File: config.mk
export PLATFORM = sky130hd
export DESIGN_NAME = alu_control_md
export DESIGN_NICKNAME = d
export VERILOG_FILES = /design/src/rtl/alu_control_md_pkg.sv /design/src/rtl/alu_control_md_md_iter.sv /design/src/rtl/alu_control_md.sv
export SDC_FILE = /design/constraint.sdc
export NUM_CORES = 1
export LEC_CHECK = 0
export BUFFER_PORTS_ARGS = -buffer_cell sky130_fd_sc_hd__buf_4
export CAP_MARGIN = 20
export CORE_MARGIN = 5
export CORE_UTILIZATION = 45
export CTS_BUF_LIST = sky130_fd_sc_hd__clkbuf_8
export DETAILED_ROUTE_END_ITERATION = 6
export PLACE_DENSITY = 0.72
export SLEW_MARGIN = 15
export SYNTH_ARGS = -nofsm -noshare
export SYNTH_HDL_FRONTEND = slang
export SYNTH_SLANG_ARGS = --single-unit
File: constraint.sdc
create_clock -name clk -period 4.26 [get_ports clk]
set_input_delay 0.426 -clock clk [delete_from_list [all_inputs] [get_ports clk]]
set_output_delay 0.426 -clock clk [all_outputs]
set_load 0.01 [all_outputs]
File: src/rtl/alu_control_md_pkg.sv
// alu_control_md_pkg
// Shared encodings for the ALU control decoder and the multiply/divide unit:
// ALUOp codes, ALUControl operation codes, R-type FUNCT values, I-type
// OpCode values and the mult/div operation type.
package alu_control_md_pkg;

  // ALUOp from the main control FSM
  localparam logic [1:0] ALUOP_ADD   = 2'd0;
  localparam logic [1:0] ALUOP_SUB   = 2'd1;
  localparam logic [1:0] ALUOP_RTYPE = 2'd2;
  localparam logic [1:0] ALUOP_IMM   = 2'd3;

  // ALUControl operation codes
  localparam logic [3:0] ALUC_AND  = 4'd0;
  localparam logic [3:0] ALUC_OR   = 4'd1;
  localparam logic [3:0] ALUC_ADD  = 4'd2;
  localparam logic [3:0] ALUC_SLL  = 4'd3;
  localparam logic [3:0] ALUC_SRL  = 4'd4;
  localparam logic [3:0] ALUC_LUI  = 4'd5;
  localparam logic [3:0] ALUC_SUB  = 4'd6;
  localparam logic [3:0] ALUC_SLT  = 4'd7;
  localparam logic [3:0] ALUC_NOR  = 4'd8;
  localparam logic [3:0] ALUC_XOR  = 4'd9;
  localparam logic [3:0] ALUC_SRA  = 4'd10;
  localparam logic [3:0] ALUC_SLTU = 4'd11;

  // R-type FUNCT field
  localparam logic [5:0] F_SLL   = 6'd0;
  localparam logic [5:0] F_SRL   = 6'd2;
  localparam logic [5:0] F_SRA   = 6'd3;
  localparam logic [5:0] F_MFHI  = 6'd16;
  localparam logic [5:0] F_MTHI  = 6'd17;
  localparam logic [5:0] F_MFLO  = 6'd18;
  localparam logic [5:0] F_MTLO  = 6'd19;
  localparam logic [5:0] F_MULT  = 6'd24;
  localparam logic [5:0] F_MULTU = 6'd25;
  localparam logic [5:0] F_DIV   = 6'd26;
  localparam logic [5:0] F_DIVU  = 6'd27;
  localparam logic [5:0] F_ADD   = 6'd32;
  localparam logic [5:0] F_ADDU  = 6'd33;
  localparam logic [5:0] F_SUB   = 6'd34;
  localparam logic [5:0] F_SUBU  = 6'd35;
  localparam logic [5:0] F_AND   = 6'd36;
  localparam logic [5:0] F_OR    = 6'd37;
  localparam logic [5:0] F_XOR   = 6'd38;
  localparam logic [5:0] F_NOR   = 6'd39;
  localparam logic [5:0] F_SLT   = 6'd42;
  localparam logic [5:0] F_SLTU  = 6'd43;

  // I-type OpCode field
  localparam logic [5:0] OP_ADDI  = 6'd8;
  localparam logic [5:0] OP_SLTI  = 6'd10;
  localparam logic [5:0] OP_SLTIU = 6'd11;
  localparam logic [5:0] OP_ANDI  = 6'd12;
  localparam logic [5:0] OP_ORI   = 6'd13;
  localparam logic [5:0] OP_XORI  = 6'd14;
  localparam logic [5:0] OP_LUI   = 6'd15;

  // Values equal FUNCT[1:0] of MULT/MULTU/DIV/DIVU
  typedef enum logic [1:0] {
    MD_MULT  = 2'd0,
    MD_MULTU = 2'd1,
    MD_DIV   = 2'd2,
    MD_DIVU  = 2'd3
  } md_op_e;

  // FUNCT 24..27 share the upper bits 0110
  function automatic logic is_md_funct(input logic [5:0] f);
    return f[5:2] == 4'b0110;
  endfunction

endpackage

File: src/rtl/alu_control_md_md_iter.sv
// md_iter
// Iterative multiply/divide engine: shift-add multiply and restoring divide
// on operand magnitudes, one step per cycle, followed by a sign fix-up cycle.
// Ports:
//   clk, rst_n        clock, async active-low reset
//   go_i              start an operation (only asserted while idle)
//   op_i              MULT/MULTU/DIV/DIVU
//   a_i, b_i          operands
//   busy_o            operation in progress
//   done_o            one-cycle completion pulse (cycle after the write)
//   we_o              hi_o/lo_o valid, write HI/LO at this edge
//   hi_o, lo_o        final sign-corrected result
//
// state | meaning
// IDLE  | waiting for go_i
// RUN   | one multiply or divide step per cycle, counter WIDTH-1 down to 0
// FIX   | sign correction, result written, done raised for next cycle
module md_iter
  import alu_control_md_pkg::*;
#(
  parameter int WIDTH = 32
) (
  input  logic             clk,
  input  logic             rst_n,
  input  logic             go_i,
  input  md_op_e           op_i,
  input  logic [WIDTH-1:0] a_i,
  input  logic [WIDTH-1:0] b_i,
  output logic             busy_o,
  output logic             done_o,
  output logic             we_o,
  output logic [WIDTH-1:0] hi_o,
  output logic [WIDTH-1:0] lo_o
);

  localparam int CW = $clog2(WIDTH);

  typedef enum logic [1:0] {S_IDLE, S_RUN, S_FIX} state_e;

  state_e           state_q, state_d;
  logic [CW-1:0]    cnt_q, cnt_d;
  md_op_e           op_q, op_d;
  logic             neg_q, neg_d;
  logic             sa_q, sa_d;
  logic             dz_q, dz_d;
  logic             done_q, done_d;
  logic [WIDTH-1:0] a_q, a_d;
  logic [WIDTH-1:0] mb_q, mb_d;
  logic [WIDTH-1:0] hi_q, hi_d;
  logic [WIDTH-1:0] lo_q, lo_d;

  function automatic logic [WIDTH-1:0] mag(input logic [WIDTH-1:0] v, input logic neg);
    return neg ? (~v + 1'b1) : v;
  endfunction

  logic is_signed, sa_in, sb_in, is_div_q;
  assign is_signed = (op_i == MD_MULT) || (op_i == MD_DIV);
  assign sa_in     = is_signed & a_i[WIDTH-1];
  assign sb_in     = is_signed & b_i[WIDTH-1];
  assign is_div_q  = (op_q == MD_DIV) || (op_q == MD_DIVU);

  // Multiply: hi accumulates, lo holds the remaining multiplier bits.
  // Divide: hi is the partial remainder, lo shifts dividend out / quotient in.
  logic [WIDTH:0]   sum, sh;
  logic [WIDTH-1:0] rem, step_hi, step_lo;
  logic             ge;

  always_comb begin
    sum = {1'b0, hi_q} + (lo_q[0] ? {1'b0, mb_q} : {(WIDTH+1){1'b0}});
    sh  = {hi_q, lo_q[WIDTH-1]};
    ge  = sh >= {1'b0, mb_q};
    rem = WIDTH'(sh - {1'b0, mb_q});
    if (is_div_q) begin
      step_hi = ge ? rem : sh[WIDTH-1:0];
      step_lo = {lo_q[WIDTH-2:0], ge};
    end else begin
      step_hi = sum[WIDTH:1];
      step_lo = {sum[0], lo_q[WIDTH-1:1]};
    end
  end

  logic [2*WIDTH-1:0] prod;

  always_comb begin
    prod = {hi_q, lo_q};
    if (neg_q) prod = ~prod + 1'b1;
    if (is_div_q) begin
      if (dz_q) begin
        lo_o = '1;
        hi_o = a_q;
      end else begin
        lo_o = mag(lo_q, neg_q);
        hi_o = mag(hi_q, sa_q);
      end
    end else begin
      hi_o = prod[2*WIDTH-1:WIDTH];
      lo_o = prod[WIDTH-1:0];
    end
  end

  always_comb begin
    state_d = state_q;
    cnt_d   = cnt_q;
    op_d    = op_q;
    neg_d   = neg_q;
    sa_d    = sa_q;
    dz_d    = dz_q;
    a_d     = a_q;
    mb_d    = mb_q;
    hi_d    = hi_q;
    lo_d    = lo_q;
    done_d  = 1'b0;
    unique case (state_q)
      S_IDLE: begin
        if (go_i) begin
          state_d = S_RUN;
          cnt_d   = CW'(WIDTH - 1);
          op_d    = op_i;
          neg_d   = sa_in ^ sb_in;
          sa_d    = sa_in;
          dz_d    = (b_i == '0);
          a_d     = a_i;
          mb_d    = mag(b_i, sb_in);
          hi_d    = '0;
          lo_d    = mag(a_i, sa_in);
        end
      end
      S_RUN: begin
        hi_d = step_hi;
        lo_d = step_lo;
        if (cnt_q == '0) state_d = S_FIX;
        else             cnt_d   = cnt_q - 1'b1;
      end
      S_FIX: begin
        done_d  = 1'b1;
        state_d = S_IDLE;
      end
      default: state_d = S_IDLE;
    endcase
  end

  always_ff @(posedge clk or negedge rst_n) begin
    if (!rst_n) begin
      state_q <= S_IDLE;
      cnt_q   <= '0;
      op_q    <= MD_MULT;
      neg_q   <= 1'b0;
      sa_q    <= 1'b0;
      dz_q    <= 1'b0;
      done_q  <= 1'b0;
      a_q     <= '0;
      mb_q    <= '0;
      hi_q    <= '0;
      lo_q    <= '0;
    end else begin
      state_q <= state_d;
      cnt_q   <= cnt_d;
      op_q    <= op_d;
      neg_q   <= neg_d;
      sa_q    <= sa_d;
      dz_q    <= dz_d;
      done_q  <= done_d;
      a_q     <= a_d;
      mb_q    <= mb_d;
      hi_q    <= hi_d;
      lo_q    <= lo_d;
    end
  end

  assign busy_o = (state_q != S_IDLE);
  assign we_o   = (state_q == S_FIX);
  assign done_o = done_q;

endmodule

File: src/rtl/alu_control_md.sv
// alu_control_md
// ALU control decoder with an attached iterative multiply/divide unit and
// HI/LO registers.
// Ports:
//   clk, rst_n               clock, async active-low reset
//   ALUOp, OpCode, FUNCT     decode inputs from the main control FSM / IR
//   start                    execute strobe for mult/div/mthi/mtlo
//   A, B                     rs / rt operand values
//   ALUControl, illegal      combinational decode outputs
//   md_busy, md_done         mult/div in progress / completion pulse
//   HI, LO                   result registers
//   md_result                HI on MFHI, LO on MFLO, else 0
module alu_control_md
  import alu_control_md_pkg::*;
#(
  parameter int WIDTH = 32
) (
  input  logic             clk,
  input  logic             rst_n,
  input  logic [1:0]       ALUOp,
  input  logic [5:0]       OpCode,
  input  logic [5:0]       FUNCT,
  input  logic             start,
  input  logic [WIDTH-1:0] A,
  input  logic [WIDTH-1:0] B,
  output logic [3:0]       ALUControl,
  output logic             illegal,
  output logic             md_busy,
  output logic             md_done,
  output logic [WIDTH-1:0] HI,
  output logic [WIDTH-1:0] LO,
  output logic [WIDTH-1:0] md_result
);

  always_comb begin
    ALUControl = ALUC_ADD;
    illegal    = 1'b0;
    case (ALUOp)
      ALUOP_ADD: ALUControl = ALUC_ADD;
      ALUOP_SUB: ALUControl = ALUC_SUB;
      ALUOP_RTYPE: begin
        case (FUNCT)
          F_AND:           ALUControl = ALUC_AND;
          F_OR:            ALUControl = ALUC_OR;
          F_ADD, F_ADDU:   ALUControl = ALUC_ADD;
          F_SUB, F_SUBU:   ALUControl = ALUC_SUB;
          F_SLT:           ALUControl = ALUC_SLT;
          F_SLTU:          ALUControl = ALUC_SLTU;
          F_NOR:           ALUControl = ALUC_NOR;
          F_XOR:           ALUControl = ALUC_XOR;
          F_SLL:           ALUControl = ALUC_SLL;
          F_SRL:           ALUControl = ALUC_SRL;
          F_SRA:           ALUControl = ALUC_SRA;
          // HI/LO moves and mult/div are legal; the ALU result is unused
          F_MFHI, F_MTHI, F_MFLO, F_MTLO,
          F_MULT, F_MULTU, F_DIV, F_DIVU: ALUControl = ALUC_ADD;
          default:         illegal = 1'b1;
        endcase
      end
      ALUOP_IMM: begin
        case (OpCode)
          OP_LUI:   ALUControl = ALUC_LUI;
          OP_SLTI:  ALUControl = ALUC_SLT;
          OP_SLTIU: ALUControl = ALUC_SLTU;
          OP_ADDI:  ALUControl = ALUC_ADD;
          OP_ANDI:  ALUControl = ALUC_AND;
          OP_ORI:   ALUControl = ALUC_OR;
          OP_XORI:  ALUControl = ALUC_XOR;
          default:  illegal = 1'b1;
        endcase
      end
    endcase
  end

  logic             accept, md_go, md_we;
  logic [WIDTH-1:0] md_hi, md_lo;

  assign accept = start && (ALUOp == ALUOP_RTYPE) && !md_busy;
  assign md_go  = accept && is_md_funct(FUNCT);

  md_iter #(.WIDTH(WIDTH)) u_md_iter (
    .clk    (clk),
    .rst_n  (rst_n),
    .go_i   (md_go),
    .op_i   (md_op_e'(FUNCT[1:0])),
    .a_i    (A),
    .b_i    (B),
    .busy_o (md_busy),
    .done_o (md_done),
    .we_o   (md_we),
    .hi_o   (md_hi),
    .lo_o   (md_lo)
  );

  logic [WIDTH-1:0] hi_q, hi_d, lo_q, lo_d;

  // The engine only writes from FIX, when md_busy blocks any MT* accept
  always_comb begin
    hi_d = hi_q;
    lo_d = lo_q;
    if (md_we) begin
      hi_d = md_hi;
      lo_d = md_lo;
    end else if (accept && FUNCT == F_MTHI) begin
      hi_d = A;
    end else if (accept && FUNCT == F_MTLO) begin
      lo_d = A;
    end
  end

  always_ff @(posedge clk or negedge rst_n) begin
    if (!rst_n) begin
      hi_q <= '0;
      lo_q <= '0;
    end else begin
      hi_q <= hi_d;
      lo_q <= lo_d;
    end
  end

  assign HI = hi_q;
  assign LO = lo_q;
  assign md_result = (FUNCT == F_MFHI) ? hi_q :
                     (FUNCT == F_MFLO) ? lo_q : '0;

endmodule

; ---- Yosys cells after proc, flatten, opt, wreduce, memory -nomap -nowiden
; Index checks and enable logic that the tools add are counted.
[classes]
addsub = 8
multipliers = 0
n_div = 0
magnitude_cmp = 1
eq_ne = 40
shifts = 0
mux = 37
bitwise_logic = 8
reduce_logical = 26
[ops]
columns = operator, n
row1 = two-way mux 32 bit, 21
row2 = "adder 32 x 1 -> 32 bit, second input constant", 4
row3 = inverter 32 bit, 4
row4 = one-hot mux 32 bit (2 select lines), 2
row5 = "adder 64 x 1 -> 64 bit, second input constant", 1
row6 = two-way mux 64 bit, 1
row7 = inverter 64 bit, 1
row8 = "equality test 6 bit, second input constant", 10
row9 = "equality test 6 x 5 -> 1 bit, second input constant", 8
row10 = "equality test 6 x 4 -> 1 bit, second input constant", 7
row11 = one-hot mux 4 bit (10 select lines), 1
row12 = adder 32 x 32 -> 33 bit, 1
row13 = >= comparator 33 x 32 -> 1 bit, 1
row14 = logical NOT 32 bit, 1
row15 = subtractor 32 bit, 1
row16 = one-hot mux 4 bit (6 select lines), 1
row17 = OR reduction 21 bit, 1
row18 = one-hot mux 4 bit (4 select lines), 1
row19 = "equality test 2 bit, second input constant", 6
row20 = "equality test 6 x 2 -> 1 bit, second input constant", 2
row21 = two-way mux 5 bit, 2
row22 = one-hot mux 5 bit (2 select lines), 1
row23 = AND reduction 2 bit, 4
row24 = nonzero test 2 bit, 4
row25 = other kinds (20), 34
[word_totals]
register_bits = 205
latchBits = 0
ramBits = 0
mem_bits_ro = 0
in_bits = 81
out_inout_bits = 103
memories = 0

; ---- Logic depth before layout (Yosys ltp)
; Gate-level depths: netlist (run 1).
[logic_depth]
depth_word = 7
depth_mapped = 16

; ---- Hierarchy
; Synthesis (run 1) repeated with hierarchy kept, for this count alone.
[unflattened]
cells_unflattened = 2194
area_unflattened_um2 = 17712.0
[modules_own_cells]
columns = mod, n_inst, cells_per_inst, area_each_um2, seq_area_each_um2
row1 = md_iter, 1, 1855, 13629.3, 3503.4
row2 = alu_control_md, 1, 339, 4082.7, 1601.5

; ---- Least setup slack after synthesis (run 1)
; No wires, ideal clock.
[synth_timing]
kind = reg2reg
startpoint = register u_md_iter.lo_q[0]
endpoint = register u_md_iter.hi_q[31]
arrival_time_ns = 3.387
required_ns = 4.166
slack_ns = 0.779
stages_incl_launch_ff = 16
n_path_buf = 2
path_cell_list = dfrtp_1 clkbuf_1 inv_1 clkbuf_1 nor2_1 ha_1 nor2b_1 o21ai_0 a21boi_0 o31a_1 a31oi_1 o31a_1 o21a_1 o41ai_1 a2111oi_0 a211oi_1
[synth_via]
elab_chain_len = 4
[synth_rtl]
columns = element, line_no
row1 = start: declaration, alu_control_md_md_iter.sv:50  ; logic [WIDTH-1:0] lo_q, lo_d;
row2 = start signal: assignment, alu_control_md_md_iter.sv:166  ; lo_q <= lo_d;
row3 = two-way mux 32 bit, alu_control_md_md_iter.sv:69  ; sum = {1'b0, hi_q} + (lo_q[0] ? {1'b0, mb_q} : {(WIDTH+1){1'b0}});
row4 = adder 32 x 32 -> 33 bit, alu_control_md_md_iter.sv:69
row5 = two-way mux 32 bit, alu_control_md_md_iter.sv:73  ; if (is_div_q) begin
row6 = one-hot mux 32 bit (2 select lines), alu_control_md_md_iter.sv:113  ; unique case (state_q)
row7 = end signal: assignment, alu_control_md_md_iter.sv:165  ; hi_q <= hi_d;
row8 = end: declaration, alu_control_md_md_iter.sv:49  ; logic [WIDTH-1:0] hi_q, hi_d;
; Every way passes these cells.
; A chain may end at the register's enable or synchronous reset.

; ---- Worst setup path after layout (run 1)
; Same ends and word-level chain as after synthesis.

==> metrics.md, run 1 <==
| Metric | Value |
|---|---|
| Layout cells sized above 1 | 14.0% |
| Max Fclk | 258 MHz |
| GRT Total Usage | 25.5% |
| Mapped cell area | 16700 um^2 |
| GRT Residual Overflow | 0 |
| IO buf count | 183 |
| Seq/Total Area, Yosys | 30.6% |
| Combined area of the multi-input logic cells | 10800 um^2 |
| Starting density of the core | 45.6% |
| Ant. Diodes | 0 |
| Mean Syn Cell Area | 7.93 um^2 |
| WS Path Type | reg2reg |
| Post-CTS setup buffer count | 0 |
| Hold Path Stages | 3 |
| Non-Filler Instances | 2721 |
| Worst clock skew | 37.8 ps |
| Leakage | 8.51 nW |
| Final period util | 90.9% |
| Setup crit end kind | register |
| Ranking of synthesized cells by area | dfrtp_1 (31%), nand2_1 (7.4%), xnor2_1 (6.7%) |
| DR WL/cell | 19.9 um |
| CTS Buf Count | 39 |
| Drt initial violations | 1407 |
| EDFF count, synth | 0 |
| DRT Pass-1 Iters | 5 |
| VDD IR max | 0.239 mV |
| HP Class | in2reg |
| Detailed placement HPWL | 39800 um |
| Fin nets | 2378 |
| Status | finished clean |
| Die ar. | 41100 um^2 |
| Die Ht | 203 um |
| Slew Viols, Final | 0 |
| Setup violations, final | 0 |
| Sink Count | 204 |
| Critical path arrival | 4350 ps |
| Synthesis warning total | 0 |
| Pwr/cell area | 476 nW/um^2 |
| RSZ-0062 raised after global routing | no |
| GPL Wtd Cong | 0.950 |
| Hold WS | 93.1 ps |
| Asr flop ratio synth | 100% |
| # DRC | 0 |
| CTS H-Tree Depth | 2 |
| Largest net degree at the start of global routing | 90 |
| Reg area | 5110 um^2 |
| Pre-CTS setup slack | 326 ps |
| #FFs+latches synth | 204 |
| Final design utilization | 52.8% |
| Root buffer cell | clkbuf_8 |
| Slew of the pin with the lowest slew margin | 1110 ps |
| CTS tree | yes |
| Number of global-route vias before repair | 15893 |
| Startpoint Class | register |
| Main synth FF type | dfrtp_1 |
| First-pass GRT wire length | 86200 um |
| Final Hold Viols | 0 |
| Final WL | 54100 um |
| Register-to-Register Path Depth | 14 |
| Top-area cell type share of the netlist area | 30.6% |
| IO Pins | 184 |
| Clock transition at path regs | 60 ps |
| Routed Antenna Nets | 0 |
| Post-DR vias/cell | 6.04 |
| Max-cap violations | 0 |
| Area growth syn-to-layout | 15.6% |
| Placed Instances | 2651 |
| Post-synth top area cell | dfrtp_1 |
| Synth unique cells | 70 |
| CTS max path bufs | 3 |
| Core area | 36600 um^2 |
| Final min period | 3870 ps |
| Post-Syn Nets | 2261 |
| CP max FO | 10 |
| Antenna violations before repair | 0 |
| Req. time, crit path | 4730 ps |
| Reg2reg setup slack | 390 ps |
| Fill cell count | 3509 |
| Clock Latency Late Sink | 580 ps |
| Synth Instances | 2108 |
| Num rows | 70 |
| Setup TNS | 0 ps |
| Vias | 16439 |
| Final WS setup | 389 ps |
| Relative slew margins | 25.8% |
| Die W | 203 um |
final timing paths:
check                                   from                 end
hold reg to reg             u_md_iter.a_q[3]    u_md_iter.a_q[3]
hold / removal                         A[16]   u_md_iter.a_q[16]
max in group asynchronous              rst_n  u_md_iter.mb_q[15]
setup / recovery           u_md_iter.lo_q[0]  u_md_iter.hi_q[31]
min in group asynchronous              rst_n   u_md_iter.lo_q[7]
setup reg to reg           u_md_iter.lo_q[0]  u_md_iter.hi_q[31]
sequential cells by signal, summed over array words and instances, names as in the netlist:
signal,cells
u_md_iter.neg_q,1
u_md_iter.mb_q,32
u_md_iter.done_o,1
u_md_iter.dz_q,1
u_md_iter.hi_q,32
u_md_iter.cnt_q,5
u_md_iter.sa_q,1
u_md_iter.lo_q,32
LO,32
u_md_iter.op_q,1
HI,32
u_md_iter.a_q,32
u_md_iter.state_q,2
timing repair:
item,4_1_cts,5_1_grt
gates resized for setup,0,1
hold buffers,1,0
endpoints found under the hold margin,87,0
setup endpoints to repair,0,1
cell type report:
type / instances / share of cell area [%]
multi-input cells: 1682 / 56.0
flip-flops and latches: 204 / 26.4
well taps: 468 / 3.03
clock inverters: 22 / 0.816
repair buffers: 227 / 9.00
clock buffers: 47 / 3.35
inverters: 71 / 1.38
metrics by stage:
step                cell area [um^2]  total power [mW]
floorplan                      16700              5.68
global placement               18500              7.01
detailed placement             18500              7.10
CTS                            19300              9.17
global route                   19300              9.79
finish                         19300              9.19
logic make-up (layout without fill, tap and decap cells):
family / after synthesis / count (layout) / synth area share [%]
mux: 90 / 90 / 5.41
xor+xnor: 202 / 202 / 10.6
fa+ha+maj: 73 / 73 / 5.54
simple gates: 649 / 649 / 17.4
compound gates: 668 / 668 / 25.4
flops: 204 / 204 / 30.6
buf+inv: 222 / 367 / 5.05
cells in the final DEF (no fill, tap or decap), types with 6 or more instances in the layout:
| cell | synthesis | final |
|---|---|---|
| a211oi_1 | 37 | 37 |
| a21o_1 | 36 | 36 |
| a21oi_1 | 170 | 170 |
| a221o_1 | 6 | 6 |
| a22o_1 | 33 | 33 |
| a22oi_1 | 16 | 16 |
| a31oi_1 | 17 | 16 |
| a32o_1 | 20 | 20 |
| and2_1 | 9 | 9 |
| and3_1 | 10 | 10 |
| buf_4 | 0 | 223 |
| clkbuf_8 | 0 | 48 |
| dfrtp_1 | 204 | 201 |
| ha_1 | 70 | 70 |
| inv_1 | 71 | 83 |
| mux2i_1 | 88 | 88 |
| nand2_1 | 329 | 329 |
| nand2b_1 | 20 | 20 |
| nand3_1 | 23 | 23 |
| nand4_1 | 11 | 11 |
| nor2_1 | 126 | 124 |
| nor2b_1 | 11 | 10 |
| nor3_1 | 34 | 32 |
| nor4_1 | 13 | 12 |
| o211ai_1 | 13 | 13 |
| o21a_1 | 9 | 9 |
| o21ai_0 | 179 | 179 |
| o21bai_1 | 13 | 13 |
| o22ai_1 | 36 | 36 |
| o31ai_1 | 27 | 27 |
| o41ai_1 | 11 | 10 |
| or3_1 | 23 | 23 |
| or4_1 | 15 | 14 |
| xnor2_1 | 128 | 128 |
| xor2_1 | 74 | 74 |
cell usage after synthesis, drive strengths merged (10+ instances only):
library cell / number
nand2: 329
buf: 18
nor3: 34
o21bai: 13
o211ai: 13
inv: 71
a32o: 20
xnor2: 128
nor2: 126
o31ai: 28
a31oi: 17
clkbuf: 133
a21oi: 170
dfrtp: 204
ha: 70
and3: 10
or3: 24
a22oi: 16
a22o: 33
or4: 16
mux2i: 88
nand2b: 20
xor2: 74
o21ai: 185
nor4: 13
a211oi: 37
nand3: 23
o41ai: 12
nand4: 11
a21o: 36
nor2b: 11
o22ai: 36
power breakdown:
part,total (mW),switching [mW],internal (mW)
Combinational,4.09,2.21,1.88
Sequential,3.06,0.682,2.37
Clock,2.04,0.916,1.13
Total,9.19,3.81,5.39
critical path: stages (launching register included):
cell and delay (ps):
dfrtp_1 570, and2_1 190, ha_1 160, inv_1 50
fa_1 410, nor2b_1 140, o21ai_0 110, a21boi_0 330
o31a_1 220, a31oi_1 150, o31a_1 390, o21a_1 270
o41ai_2 350, a2111oi_0 180, a211oi_1 230
routing by layer:
layer / vias up / GRT usage (%) / wire length, um
met5: - / 0 / 0
met4: 0 / 7.90 / 1600
met3: 118 / 4.01 / 4260
met2: 687 / 40.9 / 24400
met1: 7834 / 35.8 / 23800
li1: 7800 / - / -
(Power assumes the default switching activity.)
==> run 2: changes to the inputs <==
- clock period: 4.26 -> 5 ns (I/O delays scaled with it)
==> metrics.md, run 2 (synthesis results as in run 1) <==
| Metric | Value |
|---|---|
| Status | finished clean (unchanged) |
| Final min period | 4030 ps (was 3870 ps) |
| Hold bufs inserted after CTS | 0 (was 1) |
| GRT Total Usage | 24.6% (was 25.5%) |
| Post-CTS Resized | 0 (unchanged) |
| Number of global-route vias before repair | 15565 (was 15893) |
| Ant. Diodes | 0 (unchanged) |
| Sink Count | 204 (unchanged) |
| HP Class | in2async (was in2reg) |
| Setup TNS | 0 ps (unchanged) |
| CP bufs+invs | 2 (was 1) |
| Antenna violations before repair | 0 (unchanged) |
| Pwr/cell area | 399 nW/um^2 (was 476 nW/um^2) |
| Most frequent cells in the layout | nand2_1 (329), buf_4 (208), dfrtp_1 (201), o21ai_0 (179), a21oi_1 (170) (was nand2_1 (329), buf_4 (223), dfrtp_1 (201), o21ai_0 (179), a21oi_1 (170)) |
| First-pass GRT wire length | 84200 um (was 86200 um) |
| Layout cells sized above 1 | 13.3% (was 14.0%) |
| IO Pins | 184 (unchanged) |
| Relative slew margins | 24.1% (was 25.8%) |
| Combined area of the multi-input logic cells | 10800 um^2 (about the same) |
| Slew of the pin with the lowest slew margin | 1140 ps (was 1110 ps) |
| DRT Pass-1 Iters | 6 (was 5) |
| Largest net degree at the start of global routing | 90 (unchanged) |
| Final Hold Viols | 0 (unchanged) |
| Reg area | 5110 um^2 (unchanged) |
| Share of power burned in the clock network | 21.3% (was 22.2%) |
| CP Cell Sequence | inv_1, buf_4, nor2_1, ha_1, a21o_1, a221o_1, a221o_1, a21oi_1, a31oi_1, a31o_2, a21oi_1, o31ai_1, mux2i_1, o221ai_1 (was and2_1, ha_1, inv_1, fa_1, nor2b_1, o21ai_0, a21boi_0, o31a_1, a31oi_1, o31a_1, o21a_1, o41ai_2, a2111oi_0, a211oi_1) |
| Root buffer cell | clkbuf_8 (unchanged) |
| Pint | 4.44 mW (was 5.39 mW) |
| Clock transition at path regs | 70 ps (was 60 ps) |
| CTS tree | yes (unchanged) |
| Most common cell after layout, fill and taps aside | nand2_1 (unchanged) |
| Drt initial violations | 1465 (was 1407) |
| Die W | 203 um (unchanged) |
| Slowest cell on the critical path | dfrtp_1 (unchanged) |
| CP max FO | 28 (was 10) |
| GPL Wtd Cong | 0.926 (was 0.950) |
| Comb pwr share | 43.7% (was 44.5%) |
| Req. time, crit path | 5400 ps (was 4730 ps) |
| Core area | 36600 um^2 (unchanged) |
| Final WL | 52400 um (was 54100 um) |
| Max-cap violations | 0 (unchanged) |
| Post-route design area | 19100 um^2 (was 19300 um^2) |
| Area growth syn-to-layout | 14.4% (was 15.6%) |
| Leakage | 8.38 nW (was 8.51 nW) |
| Post-DP Area | 18400 um^2 (was 18500 um^2) |
| Worst clock skew | 32.6 ps (was 37.8 ps) |
| Post-CTS setup buffer count | 0 (unchanged) |
| CTS Buf Count | 38 (was 39) |
| GRT Residual Overflow | 0 (unchanged) |
| Fill cell count | 3477 (was 3509) |
| Clock Latency Late Sink | 550 ps (was 580 ps) |
| Num rows | 70 (unchanged) |
| Final period util | 80.6% (was 90.9%) |
| Sequential power share | 35.0% (was 33.2%) |
| CTS H-Tree Depth | 2 (unchanged) |
| Post-DR vias/cell | 6.04 (about the same) |
| WS Path Type | reg2reg (unchanged) |
| Routed Antenna Nets | 0 (unchanged) |
| Setup crit end kind | register (unchanged) |
| # DRC | 0 (unchanged) |
| Slew Viols, Final | 0 (unchanged) |
| IO buf count | 183 (unchanged) |
| VDD IR max | 0.197 mV (was 0.239 mV) |
| CTS max path bufs | 3 (unchanged) |
| Switch Pwr | 3.18 mW (was 3.81 mW) |
| Die ar. | 41100 um^2 (unchanged) |
| Reg2reg setup slack | 970 ps (was 390 ps) |
| Register-to-Register Path Depth | 14 (unchanged) |
| Crit path depth | 14 (unchanged) |
| Worst path max stage delay | 520 ps (was 570 ps) |
| Die Ht | 203 um (unchanged) |
| Critical path arrival | 4430 ps (was 4350 ps) |
| CP delay by family, top | compound AO/OA/AOI/OAI gates (unchanged) |
| Startpoint Class | register (unchanged) |
| Starting density of the core | 45.6% (unchanged) |
| DR WL/cell | 19.4 um (was 19.9 um) |
| Detailed placement HPWL | 38800 um (was 39800 um) |
| Max Fclk | 248 MHz (was 258 MHz) |
| Vias | 16292 (was 16439) |
| Setup violations, final | 0 (unchanged) |
| Fin nets | 2361 (was 2378) |
| Net Sw Frac | 41.7% (was 41.4%) |
| RSZ-0062 raised after global routing | no (unchanged) |
==> run 2: layer usage <==
layer  vias up  GRT usage [%]  wire length, um
li1       7731              -                -
met1      7749           35.3            23200
met2       713           38.5            23300
met3        99           4.23             4560
met4         0           6.74             1330
met5         -              0                0
==> run 2: path summary, 6_finish.rpt <==
| check | start | to |
|---|---|---|
| worst max-delay path | u_md_iter.lo_q[0] | u_md_iter.hi_q[28] |
| worst min-delay path | rst_n | LO[5] |
| worst max register to register | u_md_iter.lo_q[0] | u_md_iter.hi_q[28] |
| worst min register to register | u_md_iter.a_q[17] | u_md_iter.a_q[17] |
| max in group asynchronous | rst_n | u_md_iter.dz_q |
| min in group clk | A[13] | u_md_iter.a_q[13] |
==> run 2: stage by stage <==
stage	std cells	hold WS [ps]	worst slack (ps)	total power, mW	utilization (%)
after detailed placement	2635	463	1060	5.96	50.2
after global placement	2634	458	1140	5.88	50.1
after floorplan	2108	204	1520	4.84	-
final	2699	28.6	971	7.63	52.2
after CTS	2698	39.1	1010	7.60	52.2
after global routing	2699	67.9	704	8.13	52.2
==> run 2: area by class of cell <==
cell class | instances | share of cell area [%]
multi-input cells | 1682 | 56.6
flip-flops and latches | 204 | 26.7
repair buffers | 211 | 8.38
clock buffers | 46 | 3.31
well taps | 468 | 3.06
inverters | 71 | 1.39
clock inverters | 17 | 0.563
==> run 2: power by group through the flow <==
| stage | Clock (mW) | Sequential, mW | Combinational (mW) |
|---|---|---|---|
| CTS | 1.65 | 2.65 | 3.30 |
| global route | 1.74 | 2.72 | 3.66 |
| global placement | 0 | 2.65 | 3.22 |
| detailed placement | 0 | 2.67 | 3.29 |
| finish | 1.63 | 2.67 | 3.33 |
| floorplan | 0 | 2.44 | 2.39 |
==> run 2: worst reg2reg max path, stage by stage (launching register included) <==
cell and delay, ps:
dfrtp_1 520, inv_1 220, buf_4 320, nor2_1 80, ha_1 350, a21o_1 220
a221o_1 340, a221o_1 320, a21oi_1 300, a31oi_1 230, a31o_2 290, a21oi_1 220
o31ai_1 120, mux2i_1 190, o221ai_1 140
